## src/rtl/scale_lanes.sv

```systemverilog
`default_nettype none
// ============================================================================
//  Module      : scale_lanes
//  Description : Multiplies each signed lane of a bar by a programmable signed
//                fixed-point coefficient, then rounds half-up and saturates.
//                Two-stage valid/ready pipeline with row-end tagging and a
//                sticky saturation flag.
//  Revision    : 1.0 - initial release
// ============================================================================
module scale_lanes #(
    parameter int             LANES     = 4,
    parameter int             DW        = 16,
    parameter int             CW        = 16,
    parameter int             FRAC      = 12,
    parameter int             ROW_BEATS = 16,
    parameter logic [CW-1:0]  COEF_RST  = 16'h0400
) (
    input  logic                clk,
    input  logic                rst_n,
    input  logic [CW-1:0]       cfg_coef,
    input  logic                cfg_load,
    input  logic                sat_clr,
    input  logic [LANES*DW-1:0] in_bar,
    input  logic                in_valid,
    output logic                in_ready,
    output logic [LANES*DW-1:0] out_bar,
    output logic                out_valid,
    input  logic                out_ready,
    output logic                out_last,
    output logic                sat_flag
);

    // Full product width and beat-counter width
    localparam int PW   = DW + CW;
    localparam int CNTW = (ROW_BEATS > 1) ? $clog2(ROW_BEATS) : 1;

    localparam logic [CNTW-1:0] c_LAST_CNT = CNTW'(ROW_BEATS - 1);
    localparam logic [PW:0]     c_RND      = {{PW{1'b0}}, 1'b1} << (FRAC - 1);
    localparam logic [PW:0]     c_MAX      = {{(CW + 2){1'b0}}, {(DW - 1){1'b1}}};
    localparam logic [PW:0]     c_MIN      = {{(CW + 2){1'b1}}, {(DW - 1){1'b0}}};

    logic [CW-1:0]       coef_q, coef_d;
    logic [CNTW-1:0]     cnt_q, cnt_d;
    logic                sat_flag_q, sat_flag_d;

    logic                s1_valid_q;
    logic [LANES*PW-1:0] s1_prod_q;
    logic                s1_last_q;

    logic                out_valid_q;
    logic [LANES*DW-1:0] out_bar_q;
    logic                out_last_q;
    logic                s2_sat_q;

    logic [LANES*PW-1:0] w_prod;
    logic [LANES*DW-1:0] w_res;
    logic [LANES-1:0]    w_sat;

    logic                w_s2_adv;
    logic                w_s1_adv;
    logic                w_in_xfer;
    logic                w_out_xfer;

    // Stage 2 moves when empty or drained; stage 1 moves when it can hand off
    assign w_s2_adv   = !out_valid_q || out_ready;
    assign w_s1_adv   = !s1_valid_q || w_s2_adv;
    assign in_ready   = w_s1_adv;
    assign w_in_xfer  = in_valid && w_s1_adv;
    assign w_out_xfer = out_valid_q && out_ready;

    assign out_valid  = out_valid_q;
    assign out_bar    = out_bar_q;
    assign out_last   = out_last_q;
    assign sat_flag   = sat_flag_q;

    generate
        for (genvar g = 0; g < LANES; g++) begin : g_lane
            logic [DW-1:0] w_lane;
            logic [PW-1:0] w_p;
            logic [PW:0]   w_rnd;
            logic [PW:0]   w_shf;
            logic          w_hi;
            logic          w_lo;

            // Both operands sign-extended to the full product width
            assign w_lane = in_bar[g*DW +: DW];
            assign w_prod[g*PW +: PW] = $signed({{CW{w_lane[DW-1]}}, w_lane})
                                      * $signed({{DW{coef_q[CW-1]}}, coef_q});

            // One guard bit keeps the rounding add from wrapping
            assign w_p   = s1_prod_q[g*PW +: PW];
            assign w_rnd = {w_p[PW-1], w_p} + c_RND;
            assign w_shf = $signed(w_rnd) >>> FRAC;
            assign w_hi  = $signed(w_shf) > $signed(c_MAX);
            assign w_lo  = $signed(w_shf) < $signed(c_MIN);

            assign w_res[g*DW +: DW] = w_hi ? c_MAX[DW-1:0] :
                                       w_lo ? c_MIN[DW-1:0] : w_shf[DW-1:0];
            assign w_sat[g] = w_hi || w_lo;
        end
    endgenerate

    // Next-state for coefficient, row counter and sticky flag (set beats clear)
    always_comb begin
        coef_d     = coef_q;
        cnt_d      = cnt_q;
        sat_flag_d = sat_flag_q;
        if (cfg_load) begin
            coef_d = cfg_coef;
        end
        if (w_in_xfer) begin
            cnt_d = (cnt_q == c_LAST_CNT) ? '0 : cnt_q + CNTW'(1);
        end
        if (w_out_xfer && s2_sat_q) begin
            sat_flag_d = 1'b1;
        end else if (sat_clr) begin
            sat_flag_d = 1'b0;
        end
    end

    // Control registers
    always_ff @(posedge clk or negedge rst_n) begin
        if (!rst_n) begin
            coef_q     <= COEF_RST;
            cnt_q      <= '0;
            sat_flag_q <= 1'b0;
        end else begin
            coef_q     <= coef_d;
            cnt_q      <= cnt_d;
            sat_flag_q <= sat_flag_d;
        end
    end

    // Stage 1: capture raw products and the row-end tag
    always_ff @(posedge clk or negedge rst_n) begin
        if (!rst_n) begin
            s1_valid_q <= 1'b0;
            s1_prod_q  <= '0;
            s1_last_q  <= 1'b0;
        end else if (w_s1_adv) begin
            s1_valid_q <= in_valid;
            if (in_valid) begin
                s1_prod_q <= w_prod;
                s1_last_q <= (cnt_q == c_LAST_CNT);
            end
        end
    end

    // Stage 2: round, saturate and present; holds while stalled
    always_ff @(posedge clk or negedge rst_n) begin
        if (!rst_n) begin
            out_valid_q <= 1'b0;
            out_bar_q   <= '0;
            out_last_q  <= 1'b0;
            s2_sat_q    <= 1'b0;
        end else if (w_s2_adv) begin
            out_valid_q <= s1_valid_q;
            if (s1_valid_q) begin
                out_bar_q  <= w_res;
                out_last_q <= s1_last_q;
                s2_sat_q   <= |w_sat;
            end
        end
    end

endmodule
`default_nettype wire

```

## config.mk

```make
export PLATFORM = sky130hd
export DESIGN_NAME = scale_lanes
export DESIGN_NICKNAME = d
export VERILOG_FILES = /design/src/rtl/scale_lanes.sv
export SDC_FILE = /design/constraint.sdc
export NUM_CORES = 2
export LEC_CHECK = 0
export BUFFER_PORTS_ARGS = -buffer_cell sky130_fd_sc_hd__buf_2
export CORE_MARGIN = 1
export CORE_UTILIZATION = 39
export DETAILED_ROUTE_END_ITERATION = 7
export HOLD_SLACK_MARGIN = 0.05
export SLEW_MARGIN = 10
export SYNTH_ARGS = -nofsm -noshare
export SYNTH_HDL_FRONTEND = slang
export SYNTH_SLANG_ARGS = --single-unit
```

## constraint.sdc

```tcl
create_clock -name clk -period 7.2 [get_ports clk]
set_clock_uncertainty 0.05 [all_clocks]
set_input_delay 2.16 -clock clk [delete_from_list [all_inputs] [get_ports clk]]
set_output_delay 2.16 -clock clk [all_outputs]
set_load 0.005 [all_outputs]
```

Word-level counts from Yosys, hierarchy flattened
Index checks and enable logic that the tools add are counted.
Word-level totals
  bits in registers: 218
  bits in latches: 0
  memory bits (writable): 0
  bits in read-only memories: 0
  bits of input ports: 86
  output and inout port bits: 68
  logic and storage cells: 54
  memories kept: 0
Cells by class
  add/sub/neg operators: 5
  $mul: 4
  divide/modulo/power cells: 0
  order comparisons: 8
  equal/unequal tests: 1
  shift-type cells: 0
  muxes and demuxes: 11
  bitwise logic cells: 0
  reduce and logical (&&, ||, !) cells: 15
Operators by type and width (number)
  adder 32 x 13 -> 33 bit, second input constant: 4
  multiplier 16 x 16 -> 32 bit: 4
  2-to-1 mux 16 bit: 8
  > comparator 21 x 16 -> 1 bit, second input constant: 4
  less-than comparator 21 x 16 -> 1 bit, second input constant: 4
  logical OR 1 bit: 6
  adder 4 x 1 -> 4 bit, second input constant: 1
  == test 4 bit, second input constant: 1
  2-to-1 mux 4 bit: 1
  AND reduction 2 bit: 2
  OR reduction 4 bit: 1
  logical AND 1 bit: 3
  logical NOT 1 bit: 2
  2-to-1 mux 1 bit: 2
  nonzero test 2 bit: 1

Logic depth before layout (Yosys ltp)
  depth after elaboration: 4
  mapped depth: 25
  depth with buffers taken out: 23

Worst setup path before layout
Ideal clock, no wire load.
  path type: input-to-reg
  start point: in in_bar[47]
  end point: reg s1_prod_q[94]
  library setup time: 0.135 ns
  arrival time: 7.723 ns
  data required time: 7.015 ns
  slack: -0.707 ns
  stages on the path: 21
  path buffers: 1
  cell sequence: clkbuf_1 > nand2_1 > inv_1 > fa_1 > fa_1 > fa_1 > fa_1 > fa_1 > inv_1 > fa_1 > inv_1 > ha_1 > and2_1 > and3_1 > and2_0 > a221o_1 > a22oi_1 > a32oi_1 > a21o_1 > a211oi_1 > o31ai_1
On the way
  cells in the longest elaborated chain, start to end: 1
Ends and longest elaborated chain
  from (decl): line 23  | input logic [LANES*DW-1:0] in_bar,
  multiplier 16 x 16 -> 32 bit: line 88  | * $signed({{DW{coef_q[CW-1]}}, coef_q});
  to (signal assigned): line 143  | s1_prod_q <= w_prod;
  to (decl): line 47  | logic [LANES*PW-1:0] s1_prod_q;
Every way passes these cells.
A chain may end at the register's enable or synchronous reset.

Final worst setup path
  start point: in in_bar[59]
  end point: reg s1_prod_q[125]
The elaborated chain is that of the path after synthesis.

==> results.txt <==
Outcome: finished, violations left
Failing checks: negative setup slack
Mapped Cells: 4,970
Yosys cell types: 84
# nets final: 6,887
Die X: 345 um
Initial antenna violation count: 10
Avg Inst Size Synth: 9.25 um2
Bufs and invs on worst path: 5
Vias: 33,600
Worst R2R End: s1_prod_q[125]$_DFFE_PN0P_
Pre-antenna DRT Iters: 5
Startpoint Class: input port
Layout cell share with drive strength beyond 1: 18.1%
Clk pin slew, worst setup/hold paths: 70 ps
Syn-to-layout area delta: 17.7%
Final WL: 117,000 um
FF-to-FF setup slack: 500 ps
Crit path max fanout: 6
Starting DRT DRC Count: 1,636
Worst r2r src: coef_q[5]$_DFFE_PN0P_
Hold/Removal Path Class: reg -> reg
Worst hold slack: 426 ps
Antenna Nets Post-Route: 0
Seq/Total Area, Yosys: 9.48%
Core area: 117,000 um2
Max cap viols: 0
Most frequent CP cell: fa_1
DR vias/cell: 4.82
Worst slew pin tran: 1050 ps
Number of synthesized flops with an enable pin: 0
RSZ-0062 raised after global routing: yes
First-pass GRT wire length: 194,000 um
Grt ovf: 0
Post-route DRC: 0
Crit path from: in_bar[59]
Final Hold Viols: 0
Cts hold-fix bufs: 0
Final worst slack: -87.7 ps
CP endpoint: s1_prod_q[125]$_DFFE_PN0P_
Crit-path max cell delay: 540 ps
Area occupied by multi-input gates: 37,500 um2
Design Area, Final: 54,100 um2
Total Die Area: 119,000 um2
Layout Cells excl Fill: 6,978
Stages on the worst setup path: 21
Slowest cell on crit path: fa_1
Dominant cell type by area after synthesis: fa_1
Sequence of cells on the critical path: buf_2 > buf_4 > nand2_1 > fa_1 > inv_1 > fa_1 > fa_1 > fa_1 > fa_1 > inv_1 > fa_1 > inv_1 > ha_4 > a211o_1 > a21oi_4 > nand2b_4 > o211ai_4 > nand2_2 > a311o_1 > and4_1 > or3_1
Root Buffer: clkbuf_16
Synth Register Bits: 174
Mapped cell area: 46,000 um2
CP delay by family, top: adder cells
Final setup viols: 4
R2R cell count: 20
Worst EP arrival: 7640 ps
Tcrit/Tclk final: 101%
Core Rows: 125
# IOs: 154
Max_slew headroom: 29.8%
Gr usage total: 20.5%
Largest net degree at the start of global routing: 101
Setup Crit Path Kind: in -> reg
CTS tree: yes
Synth Flop Type: dfrtp_1
Synth top area share: 45.5%
Post-Place Setup Slack: -782 ps
Vias in the first global route: 36,800
Top area cells in the synthesized netlist: fa_1 (45%), inv_1 (9.5%), dfrtp_1 (9.4%)
Syn Nets: 6,421
I/O Buffers: 153
Synth Warn #: 0
GP Congestion: 0.861
Sink count of the clock tree: 174
WL per Instance: 16.8 um
Crit path capture type: flip-flop
Filler instances: 11,100
Final Max Slew Viols: 0
Synth async-reset ratio: 100%
Crit path required time: 7560 ps
Tmin final: 7290 ps
CTS Buf Count: 17
Initial Utilization: 39.4%
Fmax: 0.137 GHz
Number of placed cells counting well taps: 6,913
CTS HTree Levels: 4
Worst skew pair latency: 540 ps
Clock Path Buffers: 2
Die Y-Extent: 345 um
Area after DPL: 52,100 um2
Post-DP HPWL: 97,400 um
Register area: 4370 um2
-- through the flow --
| stage | TNS (ps) | utilization (%) |
|---|---|---|
| floorplan | -5060 | - |
| global placement | -34280 | 44.7 |
| detailed placement | -38780 | 44.7 |
| CTS | -95.3 | 45.5 |
| global route | -4520 | 46.4 |
| finish | -252 | 46.4 |
-- how the worst min path moves through the flow --
| stage | start | depth (start not counted) | to |
|---|---|---|---|
| floorplan | s1_last_q$_DFFE_PN0P_ | 2 | out_last$_DFFE_PN0P_ |
| global placement | s1_last_q$_DFFE_PN0P_ | 2 | out_last$_DFFE_PN0P_ |
| detailed placement | s1_last_q$_DFFE_PN0P_ | 2 | out_last$_DFFE_PN0P_ |
| CTS | s1_last_q$_DFFE_PN0P_ | 2 | out_last$_DFFE_PN0P_ |
| global route | s1_last_q$_DFFE_PN0P_ | 2 | out_last$_DFFE_PN0P_ |
| finish | s1_last_q$_DFFE_PN0P_ | 2 | out_last$_DFFE_PN0P_ |
-- sequential cells by signal, indices dropped and copies added (netlist names) --
signal,count
out_bar,64
coef_q,16
out_valid,1
out_last,1
s1_valid_q,1
s2_sat_q,1
s1_last_q,1
sat_flag,1
s1_prod_q,84
cnt_q,4
-- logic make-up after synthesis --
group	after synthesis	share of synthesized area [%]
AND/OR/NAND/NOR	1444	15.5
adder cells (fa/ha/maj)	1365	54.2
AO/OA/AOI/OAI	416	5.74
XOR/XNOR	167	3.18
flip-flops	174	9.48
multiplexers	20	0.487
buffers and inverters	1384	11.4
-- cell usage after synthesis (10+ instances only) --
cell type,instances
a211oi_1,11
a21o_1,28
a21oi_1,83
a31oi_1,22
and2_1,501
and3_1,18
clkbuf_1,206
dfrtp_1,173
fa_1,1044
ha_1,321
inv_1,1163
mux2_2,19
nand2_1,655
nand2b_1,28
nand3_1,51
nand4_1,25
nor2_1,101
nor3_1,14
o211ai_1,18
o21a_1,27
o21ai_0,117
o21ai_1,31
o21bai_1,13
o31ai_1,10
xnor2_1,117
xor2_1,50
-- cells in the final DEF (no fill, tap or decap), types with 81 or more instances in the layout --
master   instances
and2_1         476
buf_2          107
buf_4          480
dfrtp_1        159
fa_1          1004
ha_1           289
inv_1         1136
nand2_1        637
nor2_1          95
o21ai_0         81
xnor2_1        109
-- worst register-to-register path, stage by stage (launching register included) --
cell and delay (ps):
dfrtp_2 1010, buf_4 360, and2_1 170, fa_1 410
inv_1 80, fa_1 420, fa_1 480, fa_1 570
inv_1 60, fa_1 450, fa_1 540, ha_4 210
a21o_1 150, a21o_1 170, a21o_1 230, nand2b_4 180
o211ai_4 200, nand2_2 90, a311o_1 320, and4_1 160
or3_1 300
-- what timing repair did --
item / in CTS / in global routing
gates cloned: 0 / 1
setup buffers: 6 / 21
setup endpoints to repair: 27 / 62
gates resized for setup: 71 / 249
pin swaps: 31 / 119
-- layout make-up --
| cell class | instances | share of cell area (%) |
|---|---|---|
| flip-flops and latches | 174 | 8.08 |
| clock buffers | 17 | 0.786 |
| well taps | 1524 | 3.52 |
| clock inverters | 15 | 0.368 |
| diodes | 5 | 0.0231 |
| multi-input cells | 3412 | 69.4 |
| repair buffers | 667 | 9.79 |
| inverters | 1164 | 8.07 |
-- per-layer routing --
metal	vias to the layer above	wire length, um	global-route usage (%)
li1	15600	-	-
met4	12	2450	5.30
met5	-	69	0
met1	17300	50400	26.7
met3	112	4520	2.36
met2	565	59700	35.9
Power is not shown: default switching activity piles up to over one toggle a cycle in this logic, so the estimate is an artifact.
